**src/rtl/instruction_fetch_scheduler_if.sv**
```systemverilog
// instruction_fetch_scheduler_if: flush, memory-port and instruction-buffer signals of the fetch scheduler
interface instruction_fetch_scheduler_if;
  logic        iSTART;
  logic        iFLUSH;
  logic [31:0] iFLUSH_PC;
  logic [4:0]  iBUF_COUNT;
  logic        oREQ_VALID;
  logic [31:0] oREQ_ADDR;
  logic        iREQ_BUSY;
  logic        iRSP_VALID;
  logic [31:0] iRSP_INST;
  logic [11:0] iRSP_MMU_FLAGS;
  logic        oINST_VALID;
  logic [31:0] oINST;
  logic [31:0] oPC;
  logic [11:0] oMMU_FLAGS;
  logic        oPROTO_ERR;
  modport master (
    input  iSTART, iFLUSH, iFLUSH_PC, iBUF_COUNT, iREQ_BUSY, iRSP_VALID, iRSP_INST, iRSP_MMU_FLAGS,
    output oREQ_VALID, oREQ_ADDR, oINST_VALID, oINST, oPC, oMMU_FLAGS, oPROTO_ERR
  );
  modport slave (
    output iSTART, iFLUSH, iFLUSH_PC, iBUF_COUNT, iREQ_BUSY, iRSP_VALID, iRSP_INST, iRSP_MMU_FLAGS,
    input  oREQ_VALID, oREQ_ADDR, oINST_VALID, oINST, oPC, oMMU_FLAGS, oPROTO_ERR
  );
endinterface

```
**src/rtl/instruction_fetch_scheduler.sv**
```systemverilog
// instruction_fetch_scheduler: credit-throttled fetch issue with flush redirect and stale-response discard
module instruction_fetch_scheduler #(
  parameter int          P_MAX_OUTSTANDING = 4,
  parameter int          P_CNT_W           = 3,
  parameter logic [5:0]  P_STOP_LEVEL      = 6'd26,
  parameter logic [31:0] P_RESET_PC        = 32'h0
) (
  input logic iCLOCK,
  input logic inRESET,
  instruction_fetch_scheduler_if.master bus
);
  typedef enum logic [1:0] {IDLE, FETCH, DRAIN} state_t;
  state_t               state_q, state_d;
  logic [31:0]          pc_q, pc_d, rsp_pc_q, rsp_pc_d;
  logic [P_CNT_W-1:0]   out_q, out_d, disc_q, disc_d;
  logic                 inst_valid_q, inst_valid_d, proto_err_q, proto_err_d;
  logic [31:0]          inst_q, inst_d, opc_q, opc_d;
  logic [11:0]          flags_q, flags_d;
  logic [5:0]           credit;
  logic                 req_valid, accept, rsp_ok, keep;
  always_comb begin
    credit    = 6'(bus.iBUF_COUNT) + 6'(out_q) + 6'(inst_valid_q);
    req_valid = state_q == FETCH && !bus.iFLUSH && out_q < P_CNT_W'(P_MAX_OUTSTANDING) && credit < P_STOP_LEVEL;
    accept    = req_valid && !bus.iREQ_BUSY;
    rsp_ok    = bus.iRSP_VALID && out_q != '0;
    keep      = rsp_ok && disc_q == '0 && !bus.iFLUSH;
    out_d     = out_q + P_CNT_W'(accept) - P_CNT_W'(rsp_ok);
    disc_d    = bus.iFLUSH ? out_d : (rsp_ok && disc_q != '0) ? disc_q - 1'b1 : disc_q;
    pc_d      = bus.iFLUSH ? bus.iFLUSH_PC : accept ? pc_q + 32'd4 : pc_q;
    rsp_pc_d  = bus.iFLUSH ? bus.iFLUSH_PC : keep ? rsp_pc_q + 32'd4 : rsp_pc_q;
    inst_valid_d = keep;
    inst_d    = keep ? bus.iRSP_INST : inst_q;
    flags_d   = keep ? bus.iRSP_MMU_FLAGS : flags_q;
    opc_d     = keep ? rsp_pc_q : opc_q;
    proto_err_d = proto_err_q || (bus.iRSP_VALID && out_q == '0);
    state_d   = state_q;
    case (state_q)
      IDLE:    state_d = (!bus.iFLUSH && bus.iSTART) ? FETCH : IDLE;
      FETCH:   state_d = (bus.iFLUSH && disc_d != '0) ? DRAIN : FETCH;
      DRAIN:   state_d = disc_d == '0 ? FETCH : DRAIN;
      default: state_d = IDLE;
    endcase
  end
  always_ff @(posedge iCLOCK) begin
    if (!inRESET) begin
      state_q      <= IDLE;
      pc_q         <= P_RESET_PC;
      rsp_pc_q     <= P_RESET_PC;
      out_q        <= '0;
      disc_q       <= '0;
      inst_valid_q <= 1'b0;
      inst_q       <= '0;
      opc_q        <= '0;
      flags_q      <= '0;
      proto_err_q  <= 1'b0;
    end else begin
      state_q      <= state_d;
      pc_q         <= pc_d;
      rsp_pc_q     <= rsp_pc_d;
      out_q        <= out_d;
      disc_q       <= disc_d;
      inst_valid_q <= inst_valid_d;
      inst_q       <= inst_d;
      opc_q        <= opc_d;
      flags_q      <= flags_d;
      proto_err_q  <= proto_err_d;
    end
  end
  assign bus.oREQ_VALID  = req_valid;
  assign bus.oREQ_ADDR   = pc_q;
  assign bus.oINST_VALID = inst_valid_q;
  assign bus.oINST       = inst_q;
  assign bus.oPC         = opc_q;
  assign bus.oMMU_FLAGS  = flags_q;
  assign bus.oPROTO_ERR  = proto_err_q;
endmodule

```
**src/flat_wrapper.sv**
```systemverilog
// flat-port wrapper written by rule: the top's interface ports become plain ports
module instruction_fetch_scheduler_flat 
#(
  parameter int          P_MAX_OUTSTANDING = 4,
  parameter int          P_CNT_W           = 3,
  parameter logic [5:0]  P_STOP_LEVEL      = 6'd26,
  parameter logic [31:0] P_RESET_PC        = 32'h0
)
  (iCLOCK, inRESET, bus_iSTART, bus_iFLUSH, bus_iFLUSH_PC, bus_iBUF_COUNT, bus_iREQ_BUSY, bus_iRSP_VALID, bus_iRSP_INST, bus_iRSP_MMU_FLAGS, bus_oREQ_VALID, bus_oREQ_ADDR, bus_oINST_VALID, bus_oINST, bus_oPC, bus_oMMU_FLAGS, bus_oPROTO_ERR);
  instruction_fetch_scheduler_if bus_i ();
  input logic iCLOCK;
  input logic inRESET;
  input wire logic [$bits(bus_i.iSTART)-1:0] bus_iSTART;
  input wire logic [$bits(bus_i.iFLUSH)-1:0] bus_iFLUSH;
  input wire logic [$bits(bus_i.iFLUSH_PC)-1:0] bus_iFLUSH_PC;
  input wire logic [$bits(bus_i.iBUF_COUNT)-1:0] bus_iBUF_COUNT;
  input wire logic [$bits(bus_i.iREQ_BUSY)-1:0] bus_iREQ_BUSY;
  input wire logic [$bits(bus_i.iRSP_VALID)-1:0] bus_iRSP_VALID;
  input wire logic [$bits(bus_i.iRSP_INST)-1:0] bus_iRSP_INST;
  input wire logic [$bits(bus_i.iRSP_MMU_FLAGS)-1:0] bus_iRSP_MMU_FLAGS;
  output wire logic [$bits(bus_i.oREQ_VALID)-1:0] bus_oREQ_VALID;
  output wire logic [$bits(bus_i.oREQ_ADDR)-1:0] bus_oREQ_ADDR;
  output wire logic [$bits(bus_i.oINST_VALID)-1:0] bus_oINST_VALID;
  output wire logic [$bits(bus_i.oINST)-1:0] bus_oINST;
  output wire logic [$bits(bus_i.oPC)-1:0] bus_oPC;
  output wire logic [$bits(bus_i.oMMU_FLAGS)-1:0] bus_oMMU_FLAGS;
  output wire logic [$bits(bus_i.oPROTO_ERR)-1:0] bus_oPROTO_ERR;
  assign bus_i.iSTART = bus_iSTART;
  assign bus_i.iFLUSH = bus_iFLUSH;
  assign bus_i.iFLUSH_PC = bus_iFLUSH_PC;
  assign bus_i.iBUF_COUNT = bus_iBUF_COUNT;
  assign bus_i.iREQ_BUSY = bus_iREQ_BUSY;
  assign bus_i.iRSP_VALID = bus_iRSP_VALID;
  assign bus_i.iRSP_INST = bus_iRSP_INST;
  assign bus_i.iRSP_MMU_FLAGS = bus_iRSP_MMU_FLAGS;
  assign bus_oREQ_VALID = bus_i.oREQ_VALID;
  assign bus_oREQ_ADDR = bus_i.oREQ_ADDR;
  assign bus_oINST_VALID = bus_i.oINST_VALID;
  assign bus_oINST = bus_i.oINST;
  assign bus_oPC = bus_i.oPC;
  assign bus_oMMU_FLAGS = bus_i.oMMU_FLAGS;
  assign bus_oPROTO_ERR = bus_i.oPROTO_ERR;
  instruction_fetch_scheduler #(.P_MAX_OUTSTANDING(P_MAX_OUTSTANDING), .P_CNT_W(P_CNT_W), .P_STOP_LEVEL(P_STOP_LEVEL), .P_RESET_PC(P_RESET_PC)) u_core (.iCLOCK(iCLOCK), .inRESET(inRESET), .bus(bus_i));
endmodule
```
**config.mk**
```make
export PLATFORM = sky130hd
export DESIGN_NAME = instruction_fetch_scheduler_flat
export DESIGN_NICKNAME = d
export VERILOG_FILES = /design/src/rtl/instruction_fetch_scheduler_if.sv /design/src/rtl/instruction_fetch_scheduler.sv /design/src/flat_wrapper.sv
export SDC_FILE = /design/constraint.sdc
export NUM_CORES = 1
export LEC_CHECK = 0
export ABC_AREA = 1
export CAP_MARGIN = 20
export CORE_MARGIN = 4
export CORE_UTILIZATION = 25
export DETAILED_ROUTE_END_ITERATION = 12
export SLEW_MARGIN = 0
export SYNTH_ARGS = -nofsm -noshare
export SYNTH_HDL_FRONTEND = slang
export SYNTH_SLANG_ARGS = --single-unit
```
**constraint.sdc**
```tcl
create_clock -name iCLOCK -period 4.8 [get_ports iCLOCK]
set_clock_uncertainty 0.1 [all_clocks]
set_input_delay 0.96 -clock iCLOCK [delete_from_list [all_inputs] [get_ports iCLOCK]]
set_output_delay 0.96 -clock iCLOCK [all_outputs]
set_load 0.1 [all_outputs]
```
==> key figures <==
Status
  • Outcome: finished clean

Logic synthesis
  • Syn_nets: 1239
  • Syn Inst Count: 1141
  • Largest area contributor in the netlist: dfxtp_1
  • Cell Area, Synth: 7590 sq um
  • Yosys reg bits: 150
  • Top area cells in the synthesized netlist: dfxtp_1 (40%), nand2_1 (14%), nor2_1 (10%), o21ai_0 (5.6%), nand3_1 (5.0%)
  • Share of the yosys chip area belonging to registers: 39.6%
  • Synth top area share: 39.6%
  • Post-synth cell types: 40
  • Mean Syn Cell Area: 6.65 sq um
  • Synth warnings: 0

STA
  • Max-slew headroom: 27.1%
  • Final worst path period share: 88.0%
  • Final setup violation count: 0
  • RSZ-0062 raised after global routing: no
  • Slew of the pin with the lowest slew margin: 1.09 ns
  • Setup TNS: 0 ns
  • Smallest setup slack after layout: 0.574 ns
  • Max Fclk: 0.237 GHz
  • Final Max Slew Viols: 0
  • Hold Fails Final Rpt: 0
  • Post-layout min period: 4.23 ns

Die
  • Die area: 33200 sq um
  • Die width: 182 um
  • I/O pin count: 198
  • FP Rows: 63
  • Initial Util: 25.5%
  • Core region area: 29800 sq um
  • Die Y: 182 um

Job
  • Maxcap violations: 0

CTS
  • Clk pin slew, worst setup/hold paths: 0.07 ns
  • Clk_lat worst skew: 0.42 ns
  • CTS root buf: clkbuf_16
  • H-tree levels: 4
  • Setup Buffers After CTS: 0
  • Post-CTS Hold Buffers: 0
  • CTS buffer count: 17
  • Clock sinks: 150
  • Clock Path Buffers: 2
  • Post-cts resize count: 0
  • CTS tree: built

GRT
  • Vias in the first global route: 7573
  • Initial antenna violation count: 1
  • Largest net degree at the start of global routing: 95
  • Remaining Overflow, GRT: 0
  • Gr usage total: 15.3%
  • First-pass GRT wire length: 41.1 mm

Finish
  • Syn-to-layout area delta: 37.9%
  • Fill cell count: 3187
  • Layout cell share with drive strength beyond 1: 5.14%
  • Post-route core utilization: 35.1%
  • Antenna cells: 0
  • Fin nets: 1408

Drt
  • Average via count per standard cell: 4.62
  • DR iter-0 viols: 498
  • Via count: 7911
  • Wire per inst: 15.2 um
  • Remaining antenna violation count: 0
  • DR pass1 iterations: 5
  • Total wire length: 26.0 mm
  • Drc violations: 0

Power and ir drop
  • Leak pwr: 4.13 nW
  • Power density cells: 515 nW/um^2
  • Max VDD drop: 0.259 mV

Setup path
  • Critical Path RT: 5.05 ns
  • R2r setup slk: 1.23 ns
  • CP Max Fanout: 3
  • Kind of critical path: primary input to flip-flop
  • Arr. time, crit path: 4.47 ns
  • Crit path capture type: flip-flop
  • Crit start category: primary input

Place
  • Gpl congestion: 0.911
  • Port bufs: 197
  • DP HPWL: 18.5 mm
  • Place WS: 0.119 ns

Min path
  • Hold Crit Class: flip-flop to flip-flop
## layout by cell type, fill, tap and decap left out, types with 4 or more instances in the layout
| cell | Yosys | routed |
|---|---|---|
| nand2_1 | 293 | 293 |
| nor2_1 | 206 | 206 |
| clkdlybuf4s50_1 | 0 | 194 |
| dfxtp_1 | 150 | 150 |
| o21ai_0 | 85 | 85 |
| nand3_1 | 76 | 76 |
| inv_1 | 70 | 69 |
| a21oi_1 | 65 | 65 |
| o21ai_1 | 19 | 19 |
| xor2_1 | 18 | 18 |
| clkbuf_16 | 0 | 17 |
| nor3_1 | 11 | 11 |
| nand4_1 | 11 | 11 |
| xnor2_1 | 11 | 11 |
| nand3b_1 | 10 | 10 |
| ha_1 | 9 | 9 |
| buf_4 | 5 | 9 |
| inv_2 | 8 | 8 |
| nor2_2 | 6 | 5 |
| a31oi_1 | 5 | 5 |
| o211ai_1 | 4 | 4 |
| clkinvlp_4 | 0 | 4 |
## cell families after synthesis
| kind of cell | share of synthesized area (%) |
|---|---|
| simple gates | 34.6 |
| compound gates | 13.1 |
| flops | 39.6 |
| buf+inv | 7.42 |
| xor+xnor | 3.35 |
| fa+ha+maj | 2.01 |
## synth_stat cells (all sizes together)
cell	n
a31oi	5
nand3	77
o21bai	3
ha	9
o211a	1
a21o	1
and3	3
buf	29
nand2	294
nor4b	1
o211ai	4
xnor2	11
inv	79
dfxtp	150
nor3	13
o21a	3
nand4	12
a21boi	1
xor2	18
nand3b	11
nor2	213
fa	2
o31ai	2
a21oi	65
or2	3
clkbuf	27
o21ai	104
## critical path, stage by stage
cell	delay, ns
clkdlybuf4s50_1	0.41
ha_1	0.30
a21oi_1	0.25
fa_1	0.50
nor2_1	0.12
nand2_1	0.05
o21ai_1	0.16
nand2_1	0.09
nand3b_2	0.08
inv_1	0.05
ha_1	0.18
fa_1	0.37
xnor2_1	0.19
xor2_1	0.24
nor2_1	0.07
nor2_1	0.14
nand2_1	0.09
nand2_1	0.06
nand2_1	0.04
a21oi_1	0.11
## metal layers
metal,wire length [um],vias up,part of all wire (%),GRT usage (%)
li1,-,4014,-,-
met1,11600,3618,44,19.6
met2,11500,258,44,24.1
met3,2690,19,10,6.54
met4,255,2,0.98,3.21
met5,20,-,0.077,0
## path summary, 6_finish.rpt
| kind | endpoint | cells past startpoint | startpoint |
|---|---|---|---|
| worst max-delay path | u_core.state_q[0] | 20 | bus_iBUF_COUNT[0] |
| worst min-delay path | u_core.bus.oPROTO_ERR | 2 | u_core.bus.oPROTO_ERR |
| worst max register to register | u_core.state_q[0] | 19 | u_core.out_q[0] |
| worst min register to register | u_core.bus.oPROTO_ERR | 2 | u_core.bus.oPROTO_ERR |
## stage by stage
step                      hold WS [ns]  cells  cell area (sq um)  total power, mW
after CTS                        0.365   1713              10500             5.45
after floorplan                  0.319   1141               7590             3.41
after global placement           0.342   1681               9850             4.00
final                            0.357   1713              10500             5.39
after detailed placement         0.351   1681               9850             4.01
after global routing             0.383   1713              10500             5.67
## sequential cells by signal (all words and copies together), names as in the netlist
name / flops
u_core.bus.oPROTO_ERR: 1
u_core.rsp_pc_q: 32
u_core.bus.oINST_VALID: 1
u_core.bus.oINST: 32
u_core.bus.oMMU_FLAGS: 12
u_core.disc_q: 3
u_core.bus.oPC: 32
u_core.state_q: 2
u_core.bus.oREQ_ADDR: 32
u_core.out_q: 3
## report_power, final
| part | switching, mW | internal (mW) |
|---|---|---|
| clock | 0.583 | 0.825 |
| combinational | 1.79 | 0.580 |
| sequential | 0.151 | 1.46 |
## final cells by class
type / instances / area (sq um) / share of cell area (%)
well taps: 390 / 488 / 4.67
clock buffers: 18 / 429 / 4.10
multi-input cells: 856 / 4030 / 38.5
repair buffers: 206 / 2040 / 19.5
flip-flops and latches: 150 / 3000 / 28.7
inverters: 79 / 299 / 2.86
clock inverters: 14 / 176 / 1.69
(Power assumes the default switching activity.)
